`src/rtl/uart_boot_loader_if.sv`:
```
// Boot loader signal bundle: UART byte input, memory word write port and SoC control/status.
interface uart_boot_loader_if #(
    parameter int MEMORY_SIZE = 16384
);
    localparam int AW = $clog2(MEMORY_SIZE / 4);

    logic          rx_valid;
    logic [7:0]    rx_data;
    logic          mem_we;
    logic [AW-1:0] mem_addr;
    logic [31:0]   mem_wdata;
    logic          halt;
    logic          soc_rst;
    logic          busy;
    logic          done;
    logic          error;

    modport master (
        input  rx_valid, rx_data,
        output mem_we, mem_addr, mem_wdata, halt, soc_rst, busy, done, error
    );

    modport slave (
        output rx_valid, rx_data,
        input  mem_we, mem_addr, mem_wdata, halt, soc_rst, busy, done, error
    );
endinterface

```
`src/rtl/uart_boot_loader.sv`:
```
// Serial boot controller: loads a checksummed program image from a UART byte stream into
// SoC memory inside a boot window, then releases the core through a timed reset pulse.
module uart_boot_loader #(
    parameter int CLOCK_FREQ   = 50000000,
    parameter int MEMORY_SIZE  = 16384,
    parameter int BOOT_WINDOW  = CLOCK_FREQ / 2,
    parameter int BYTE_TIMEOUT = CLOCK_FREQ / 100,
    parameter int RST_CYCLES   = 16
) (
    input logic                clk,
    input logic                rst,
    uart_boot_loader_if.master bus
);
    localparam int          AW        = $clog2(MEMORY_SIZE / 4);
    localparam logic [15:0] MAX_WORDS = 16'(MEMORY_SIZE / 4);
    localparam logic [7:0]  MAGIC     = 8'hB0;

    typedef enum logic [2:0] {
        WINDOW, LEN0, LEN1, DATA, CSUM, ERR, RUN_RST, RUN
    } state_t;

    state_t        state_q;
    logic [31:0]   cnt_q;
    logic [7:0]    lenLo_q;
    logic [15:0]   remain_q;
    logic [1:0]    byteIdx_q;
    logic [31:0]   asm_q;
    logic [7:0]    sum_q;
    logic          memWe_q;
    logic [AW-1:0] memAddr_q;
    logic [31:0]   memWdata_q;
    logic          halt_q;
    logic          socRst_q;
    logic          done_q;
    logic          error_q;

    logic [15:0]   count_d;
    logic [7:0]    sum_d;
    logic [31:0]   word_d;
    logic          magic_d;

    assign count_d = {bus.rx_data, lenLo_q};
    assign sum_d   = sum_q + bus.rx_data;
    assign word_d  = {bus.rx_data, asm_q[31:8]};
    assign magic_d = bus.rx_valid && (bus.rx_data == MAGIC);

    // One counter is shared: window length, inter-byte idle time, reset pulse length.
    always_ff @(posedge clk) begin
        if (rst) begin
            state_q    <= WINDOW;
            cnt_q      <= '0;
            lenLo_q    <= '0;
            remain_q   <= '0;
            byteIdx_q  <= '0;
            asm_q      <= '0;
            sum_q      <= '0;
            memWe_q    <= 1'b0;
            memAddr_q  <= '0;
            memWdata_q <= '0;
            halt_q     <= 1'b1;
            socRst_q   <= 1'b1;
            done_q     <= 1'b0;
            error_q    <= 1'b0;
        end else begin
            memWe_q <= 1'b0;
            if (memWe_q) begin
                memAddr_q <= memAddr_q + AW'(1);
            end

            case (state_q)
                WINDOW, ERR: begin
                    socRst_q <= 1'b0;
                    if (magic_d) begin
                        state_q   <= LEN0;
                        cnt_q     <= '0;
                        memAddr_q <= '0;
                        sum_q     <= '0;
                        byteIdx_q <= '0;
                        done_q    <= 1'b0;
                        error_q   <= 1'b0;
                    end else if (state_q == WINDOW) begin
                        if (cnt_q == 32'(BOOT_WINDOW - 1)) begin
                            state_q  <= RUN_RST;
                            socRst_q <= 1'b1;
                            cnt_q    <= '0;
                        end else begin
                            cnt_q <= cnt_q + 32'd1;
                        end
                    end
                end

                LEN0, LEN1, DATA, CSUM: begin
                    if (bus.rx_valid) begin
                        cnt_q <= '0;
                        case (state_q)
                            LEN0: begin
                                lenLo_q <= bus.rx_data;
                                state_q <= LEN1;
                            end
                            LEN1: begin
                                remain_q <= count_d;
                                if (count_d == 16'd0) begin
                                    state_q <= CSUM;
                                end else if (count_d > MAX_WORDS) begin
                                    state_q <= ERR;
                                    error_q <= 1'b1;
                                end else begin
                                    state_q <= DATA;
                                end
                            end
                            DATA: begin
                                asm_q     <= word_d;
                                sum_q     <= sum_d;
                                byteIdx_q <= byteIdx_q + 2'd1;
                                if (byteIdx_q == 2'd3) begin
                                    memWe_q    <= 1'b1;
                                    memWdata_q <= word_d;
                                    remain_q   <= remain_q - 16'd1;
                                    if (remain_q == 16'd1) begin
                                        state_q <= CSUM;
                                    end
                                end
                            end
                            default: begin
                                if (sum_d == 8'd0) begin
                                    state_q  <= RUN_RST;
                                    socRst_q <= 1'b1;
                                    done_q   <= 1'b1;
                                end else begin
                                    state_q <= ERR;
                                    error_q <= 1'b1;
                                end
                            end
                        endcase
                    end else if (cnt_q == 32'(BYTE_TIMEOUT)) begin
                        state_q <= ERR;
                        error_q <= 1'b1;
                    end else begin
                        cnt_q <= cnt_q + 32'd1;
                    end
                end

                RUN_RST: begin
                    if (cnt_q == 32'(RST_CYCLES - 1)) begin
                        state_q  <= RUN;
                        socRst_q <= 1'b0;
                        halt_q   <= 1'b0;
                    end else begin
                        cnt_q <= cnt_q + 32'd1;
                    end
                end

                default: begin
                    halt_q   <= 1'b0;
                    socRst_q <= 1'b0;
                end
            endcase
        end
    end

    assign bus.mem_we    = memWe_q;
    assign bus.mem_addr  = memAddr_q;
    assign bus.mem_wdata = memWdata_q;
    assign bus.halt      = halt_q;
    assign bus.soc_rst   = socRst_q;
    assign bus.done      = done_q;
    assign bus.error     = error_q;
    assign bus.busy      = (state_q == LEN0) || (state_q == LEN1) ||
                           (state_q == DATA) || (state_q == CSUM);
endmodule
```
`src/flat_wrapper.sv`:
```
// flat-port wrapper written by rule: the top's interface ports become plain ports
module uart_boot_loader_flat 
#(
    parameter int CLOCK_FREQ   = 50000000,
    parameter int MEMORY_SIZE  = 16384,
    parameter int BOOT_WINDOW  = CLOCK_FREQ / 2,
    parameter int BYTE_TIMEOUT = CLOCK_FREQ / 100,
    parameter int RST_CYCLES   = 16
)
  (clk, rst, bus_rx_valid, bus_rx_data, bus_mem_we, bus_mem_addr, bus_mem_wdata, bus_halt, bus_soc_rst, bus_busy, bus_done, bus_error);
  uart_boot_loader_if #(.MEMORY_SIZE(MEMORY_SIZE)) bus_i ();
  input logic clk;
  input logic rst;
  input wire logic [$bits(bus_i.rx_valid)-1:0] bus_rx_valid;
  input wire logic [$bits(bus_i.rx_data)-1:0] bus_rx_data;
  output wire logic [$bits(bus_i.mem_we)-1:0] bus_mem_we;
  output wire logic [$bits(bus_i.mem_addr)-1:0] bus_mem_addr;
  output wire logic [$bits(bus_i.mem_wdata)-1:0] bus_mem_wdata;
  output wire logic [$bits(bus_i.halt)-1:0] bus_halt;
  output wire logic [$bits(bus_i.soc_rst)-1:0] bus_soc_rst;
  output wire logic [$bits(bus_i.busy)-1:0] bus_busy;
  output wire logic [$bits(bus_i.done)-1:0] bus_done;
  output wire logic [$bits(bus_i.error)-1:0] bus_error;
  assign bus_i.rx_valid = bus_rx_valid;
  assign bus_i.rx_data = bus_rx_data;
  assign bus_mem_we = bus_i.mem_we;
  assign bus_mem_addr = bus_i.mem_addr;
  assign bus_mem_wdata = bus_i.mem_wdata;
  assign bus_halt = bus_i.halt;
  assign bus_soc_rst = bus_i.soc_rst;
  assign bus_busy = bus_i.busy;
  assign bus_done = bus_i.done;
  assign bus_error = bus_i.error;
  uart_boot_loader #(.CLOCK_FREQ(CLOCK_FREQ), .MEMORY_SIZE(MEMORY_SIZE), .BOOT_WINDOW(BOOT_WINDOW), .BYTE_TIMEOUT(BYTE_TIMEOUT), .RST_CYCLES(RST_CYCLES)) u_core (.clk(clk), .rst(rst), .bus(bus_i));
endmodule
```
`config.mk`:
```
export PLATFORM = sky130hd
export DESIGN_NAME = uart_boot_loader_flat
export DESIGN_NICKNAME = d
export VERILOG_FILES = /design/src/rtl/uart_boot_loader_if.sv /design/src/rtl/uart_boot_loader.sv /design/src/flat_wrapper.sv
export SDC_FILE = /design/constraint.sdc
export NUM_CORES = 1
export LEC_CHECK = 0
export CAP_MARGIN = 20
export CORE_MARGIN = 2
export CORE_UTILIZATION = 35
export DETAILED_ROUTE_END_ITERATION = 7
export HOLD_SLACK_MARGIN = 0.03
export SLEW_MARGIN = 10
export SYNTH_ARGS = -nofsm -noshare
export SYNTH_HDL_FRONTEND = slang
export SYNTH_SLANG_ARGS = --single-unit
```
`constraint.sdc`:
```
create_clock -name clk -period 8.2 [get_ports clk]
set_input_delay 1.64 -clock clk [delete_from_list [all_inputs] [get_ports clk]]
set_output_delay 1.64 -clock clk [all_outputs]
set_load 0.01 [all_outputs]
```
### Yosys cells after proc, flatten, opt, wreduce, memory -nomap -nowiden

Cells that the tools add are included.

| word-level totals | value |
|---|---|
| register bits after elaboration | 150 |

| cells by class | value |
|---|---|
| bitwise operators | 4 |
| muxes and demuxes | 52 |
| $add $sub $neg | 5 |
| magnitude comparators | 1 |
| reduce and logical (&&, ||, !) cells | 27 |
| equal/unequal tests | 30 |

Operators by type and width:

| kind | count |
|---|---|
| $mux W32 | 6 |
| $pmux W32 S3 | 1 |
| $mux W12 | 3 |
| $add A32 B1 Y32 const B | 1 |
| $eq A32 B19 Y1 const B | 1 |
| $eq A32 B25 Y1 const B | 1 |
| $eq A32 B4 Y1 const B | 1 |
| $pmux W16 S2 | 1 |
| $mux W3 | 10 |
| $mux W8 | 3 |
| $reduce_and A4 Y1 | 5 |
| $pmux W3 S3 | 2 |
| $eq A16 B1 Y1 const B | 1 |
| $gt A16 B13 Y1 const B | 1 |
| $logic_not A16 Y1 | 1 |
| $mux W16 | 1 |
| $pmux W8 S2 | 1 |
| $sub A16 B1 Y16 const B | 1 |
| $mux W1 | 14 |
| $reduce_and A7 Y1 | 2 |
| $add A12 B1 Y12 const B | 1 |
| $ne A4 B3 Y1 const B | 3 |
| $ne A2 B1 Y1 const B | 5 |
| $eq A3 B3 Y1 const B | 3 |
| other kinds (29) | 50 |

### Logic depth before layout (Yosys ltp)

| logic depth | value |
|---|---|
| depth after elaboration | 6 |
| mapped depth | 10 |
| mapped depth without buffers | 10 |

### Least setup slack after synthesis

Ideal clock, no wire load.

| timing | value |
|---|---|
| kind | input -> register |
| start point | input port bus_rx_data[0] |
| end point | register u_core.state_q[0] |
| setup slack | 4.320 ns |
| buffers on the path | 0 |
| required time | 8.064 ns |
| stages on the path | 10 |
| data arrival time | 3.743 ns |
| cells stage by stage | ha_1 -> inv_1 -> fa_1 -> nand2b_1 -> a21oi_1 -> xor2_1 -> or4b_1 -> nor4_2 -> a31o_2 -> a311oi_1 |

| between the ends | value |
|---|---|
| word-level cells in the longest chain between the ends | 6 |
| elaborated cells between the ends (all ways) | 14 |

Ends and longest elaborated chain:

| element | RTL line | text |
|---|---|---|
| from (decl) | flat_wrapper.sv:15 | `input wire logic [$bits(bus_i.rx_data)-1:0] bus_rx_data;` |
| $add A8 B8 Y8 | uart_boot_loader.sv:43 | `assign sum_d = sum_q + bus.rx_data;` |
| $logic_not A8 Y1 | uart_boot_loader.sv:125 | `if (sum_d == 8'd0) begin` |
| $mux W2 | uart_boot_loader.sv:125 |  |
| $pmux W3 S3 | uart_boot_loader.sv:95 | `case (state_q)` |
| $mux W3 | uart_boot_loader.sv:93 | `if (bus.rx_valid) begin` |
| $pmux W3 S3 | uart_boot_loader.sv:70 | `case (state_q)` |
| to (signal assigned) | uart_boot_loader.sv:74 | `state_q <= LEN0;` |
| to (signal assigned) | uart_boot_loader.sv:98 | `state_q <= LEN1;` |
| to (signal assigned) | uart_boot_loader.sv:126 | `state_q <= RUN_RST;` |
| to (decl) | uart_boot_loader.sv:22 | `state_t state_q;` |

Parallel ways exist; a longest one is shown, timed or not.
A chain may end at the register's enable or synchronous reset.

### Final worst setup path

Ends and elaborated chain as after synthesis.

==> results.md <==
Logic synthesis:
- The instance count of the mapped netlist is 861.
- The Yosys step of the flow raised 0 warnings.
- The synthesized netlist occupies a cell area of approximately 6700 um^2.
- The register bit total from synthesis is 142.
- The synthesized area divided by synthesized cell count is 7.81 um^2.
- In the synthesized netlist the dominant register cell turns out to be sky130_fd_sc_hd__dfxtp_1.
- The post-synthesis async set-or-reset flop share is 0%.
- Yosys mapped a number of flops with a built-in enable equal to 0.
- The synthesized netlist net count is about 890.
- The number of distinct standard cells referenced by the synthesized netlist is 61.
- After synthesis, flip-flops and latches occupy 42.3% of the total area.

Run status:
- The flow ran to the end, and the final reports show no timing, DRC or antenna violations.

Finish:
- The most frequent standard cell in the layout excluding fill and tap cells is sky130_fd_sc_hd__nand2_1.
- The number of fill cells in the layout is 1914.
- The final layout net count is 921.
- The area added between synthesis and finish is 20.0%.
- In the layout the commonest cells are sky130_fd_sc_hd__nand2_1, sky130_fd_sc_hd__dfxtp_1, sky130_fd_sc_hd__nor2_1, sky130_fd_sc_hd__a21oi_1, sky130_fd_sc_hd__clkdlybuf4s50_1.
- The filler-free cell count of the finished design is about 1100.
- The fraction of layout cells with a size suffix above 1 is 6.38%.
- 0 antenna diodes ended up in the layout.

Setup path:
- At the worst endpoint, the required time is 8.48 ns.
- The critical path goes through clkdlybuf4s50_1, ha_1, inv_1, fa_1, nand2b_1, a21oi_1, xor2_1, or4b_1, nor4_2, a31o_2, a311oi_1.
- The path type of the worst setup path is input pin to register.
- The maximum net fanout on the critical path is 6.
- Among cell families on the critical path, the largest total delay comes from simple AND/OR/NAND/NOR gates.
- The arrival time at the worst endpoint is 4.81 ns.
- STA classifies the critical path endpoint as a register.
- The critical-path cell with the highest stage delay is sky130_fd_sc_hd__clkdlybuf4s50_1.
- The type of origin of the critical path is an input pin.
- The number of buffer and inverter stages on the critical path is 2.
- The maximum cell stage delay along the critical path is 0.64 ns.

Global routing:
- The first global-routing pass estimated between 20 and 30 mm of wire.
- For this run the aggregate overflow at the end of global routing stands at 0.
- The initial antenna violation count is 0.
- The largest net degree at the start of global routing is 89.
- Global routing used 16.9% of the available tracks across all layers.
- The number of global-route vias before repair is 5519.

Die:
- The cell row count is 50.
- Once the floorplan was initialized, standard cells occupied 35.8% of the core.
- The height of the die is between 100 and 150 um.
- The core outline area is 18800 um^2.
- The count of boundary I/O pins is 61.
- The overall die area is a little over 20000 um^2.
- The floorplan step set the die width to 143 um.

Timing:
- The slew of the pin with the lowest slew margin is about 0.99 ns.
- The worst clock skew is around 0.010 ns.
- The final setup TNS is 0 ns.
- Setup repair after global routing left no endpoint under its margin.
- In the finished design, the share of the clock period the worst path needs comes to 55.2%.
- The maximum achievable frequency is 221 MHz.
- The final setup violation count is 0.
- The final number of hold-violating endpoints is 0.
- The total count of max-transition violations in the final report is 0.
- Headroom to the max-slew limit came out at 33.6%.
- The time the final worst path needs with I/O delays and setup is 4.53 ns.

Detailed routing:
- The routed layout has 6045 vias.
- The post-detailed-route via-to-cell ratio is 5.29.
- Summed over all nets, wire length on met3 after detailed routing comes to 574 um.
- The iteration count of the initial detailed-routing pass is 5.
- The highest layer used for signal routing is met4.
- In the final routing, the length of wire on met1 measures 8.41 mm.
- In the routed design, unresolved DRC markers number 0.
- In the detailed route, the total length drawn on met2 is about 7.6 mm.
- The remaining antenna violation count is 0.
- The routed design has 16.8 mm of wire.
- The wire length per cell is 14.7 um.
- The first routing iteration left 352 violations.

Clock network:
- The H-tree was split into 4 levels.
- Counting every sink on the clock net gives 142.
- The number of setup buffers added after CTS is 0.
- The cts-stage hold buffer count is 0.
- The clock tree root buffer cell is sky130_fd_sc_hd__clkbuf_16.
- After clock tree synthesis, the clock-pin slew on the worst setup and hold paths is 0.06 ns.
- The total clock buffers created by CTS is 17.
- No sink is reached through more buffers than the 2 on the longest clock path.
- The clock tree from TritonCTS is built.
- In this run, post-CTS repair resized a total of 0 instances.
- For the worst-skew pair, the clock arrives at the later sink with an insertion delay of approximately 0.42 ns.

Placed design:
- During placement, the flow inserted port buffers numbering 60.
- The count of placed standard cells including taps is approximately 1100.
- The final weighted congestion in routability-driven placement is 0.860.
- The half-perimeter wire length after placement is 11.1 mm.

Pwr:
- The design draws 0.00195 W.
- The static leakage is ~2.8 nW.
- The power density relative to cell area is 241 nW/um^2.
- The maximum vdd drop is 143 uV.

Run:
- The max-capacitance violation count is 0.

Min path:
- The tightest min-delay check is of the register to register type.
==> power by group <==
part | internal, W | switching [W]
Combinational | 0.000145 | 0.000233
Clock | 0.000467 | 0.000327
Sequential | 0.000720 | 0.0000548
==> synth_stat cells, drive strengths merged (9+ instances only) <==
cell	instances	area [um^2]
and3	13	81.3
dfxtp	142	2840
nor2	105	397
nor3	23	126
buf	14	75.1
inv	15	56.3
nor4	15	134
nand2	172	646
nand3	24	125
ha	13	163
o21ai	24	120
xor2	31	272
or3	9	56.3
nand4	27	169
clkbuf	36	135
a22oi	11	82.6
xnor2	16	140
a21oi	93	465
==> routing by layer <==
| metal | up-vias | GRT usage (%) |
|---|---|---|
| li1 | 3062 | - |
| met1 | 2850 | 23.7 |
| met2 | 115 | 25.9 |
| met3 | 18 | 3.69 |
| met4 | 0 | 5.11 |
| met5 | - | 0 |
==> flip-flops by register name (all words and copies together) (netlist names), 3 cells and up <==
register              count
u_core.asm_q             24
u_core.bus.mem_addr      12
u_core.lenLo_q            8
u_core.state_q            3
u_core.remain_q          16
u_core.bus.mem_wdata     32
u_core.sum_q              8
u_core.cnt_q             32
==> final timing paths <==
path,slack [ns],cells past startpoint,start,endpoint
max,3.67,11,bus_rx_data[0],u_core.state_q[0]
min,0.45,2,u_core.asm_q[9],u_core.bus.mem_wdata[1]
min reg2reg,0.45,2,u_core.asm_q[9],u_core.bus.mem_wdata[1]
max reg2reg,5.23,8,u_core.state_q[0],u_core.state_q[2]
==> logic make-up (layout without fill, tap and decap cells) <==
logic type / after synthesis / after routing / share of synthesized area (%)
mux: 3 / 3 / 0.447
flops: 142 / 142 / 42.3
xor+xnor: 47 / 47 / 6.12
compound gates: 174 / 174 / 15.6
fa+ha+maj: 14 / 14 / 2.72
buf+inv: 65 / 113 / 3.96
simple gates: 416 / 416 / 28.9
==> metrics by stage <==
stage                     hold slack, ns  setup slack, ns  cell area, um^2  utilization, %
after floorplan                    0.432             4.32             6730               -
after global placement             0.441             3.37             7450            39.7
after detailed placement           0.444             3.30             7470            39.8
after CTS                          0.455             3.73             8070            43.0
after global routing               0.477             3.45             8070            43.0
final                              0.452             3.67             8070            43.0
==> cell type report <==
cell class	instances	area, um^2	area share, %
multi-input combinational	654	3620	44.9
sequential	142	2840	35.2
timing repair buffer	66	651	8.06
clock buffer	18	439	5.44
tap	234	293	3.63
clock inverter	14	168	2.08
inverter	15	56.3	0.697
==> worst min-delay path, delay by kind of cell (launching register included) <==
| kind | cells | cell delay (ns) |
|---|---|---|
| flops | 1 | 0.31 |
| simple gates | 1 | 0.05 |
| compound gates | 1 | 0.05 |
(Power assumes the default switching activity.)
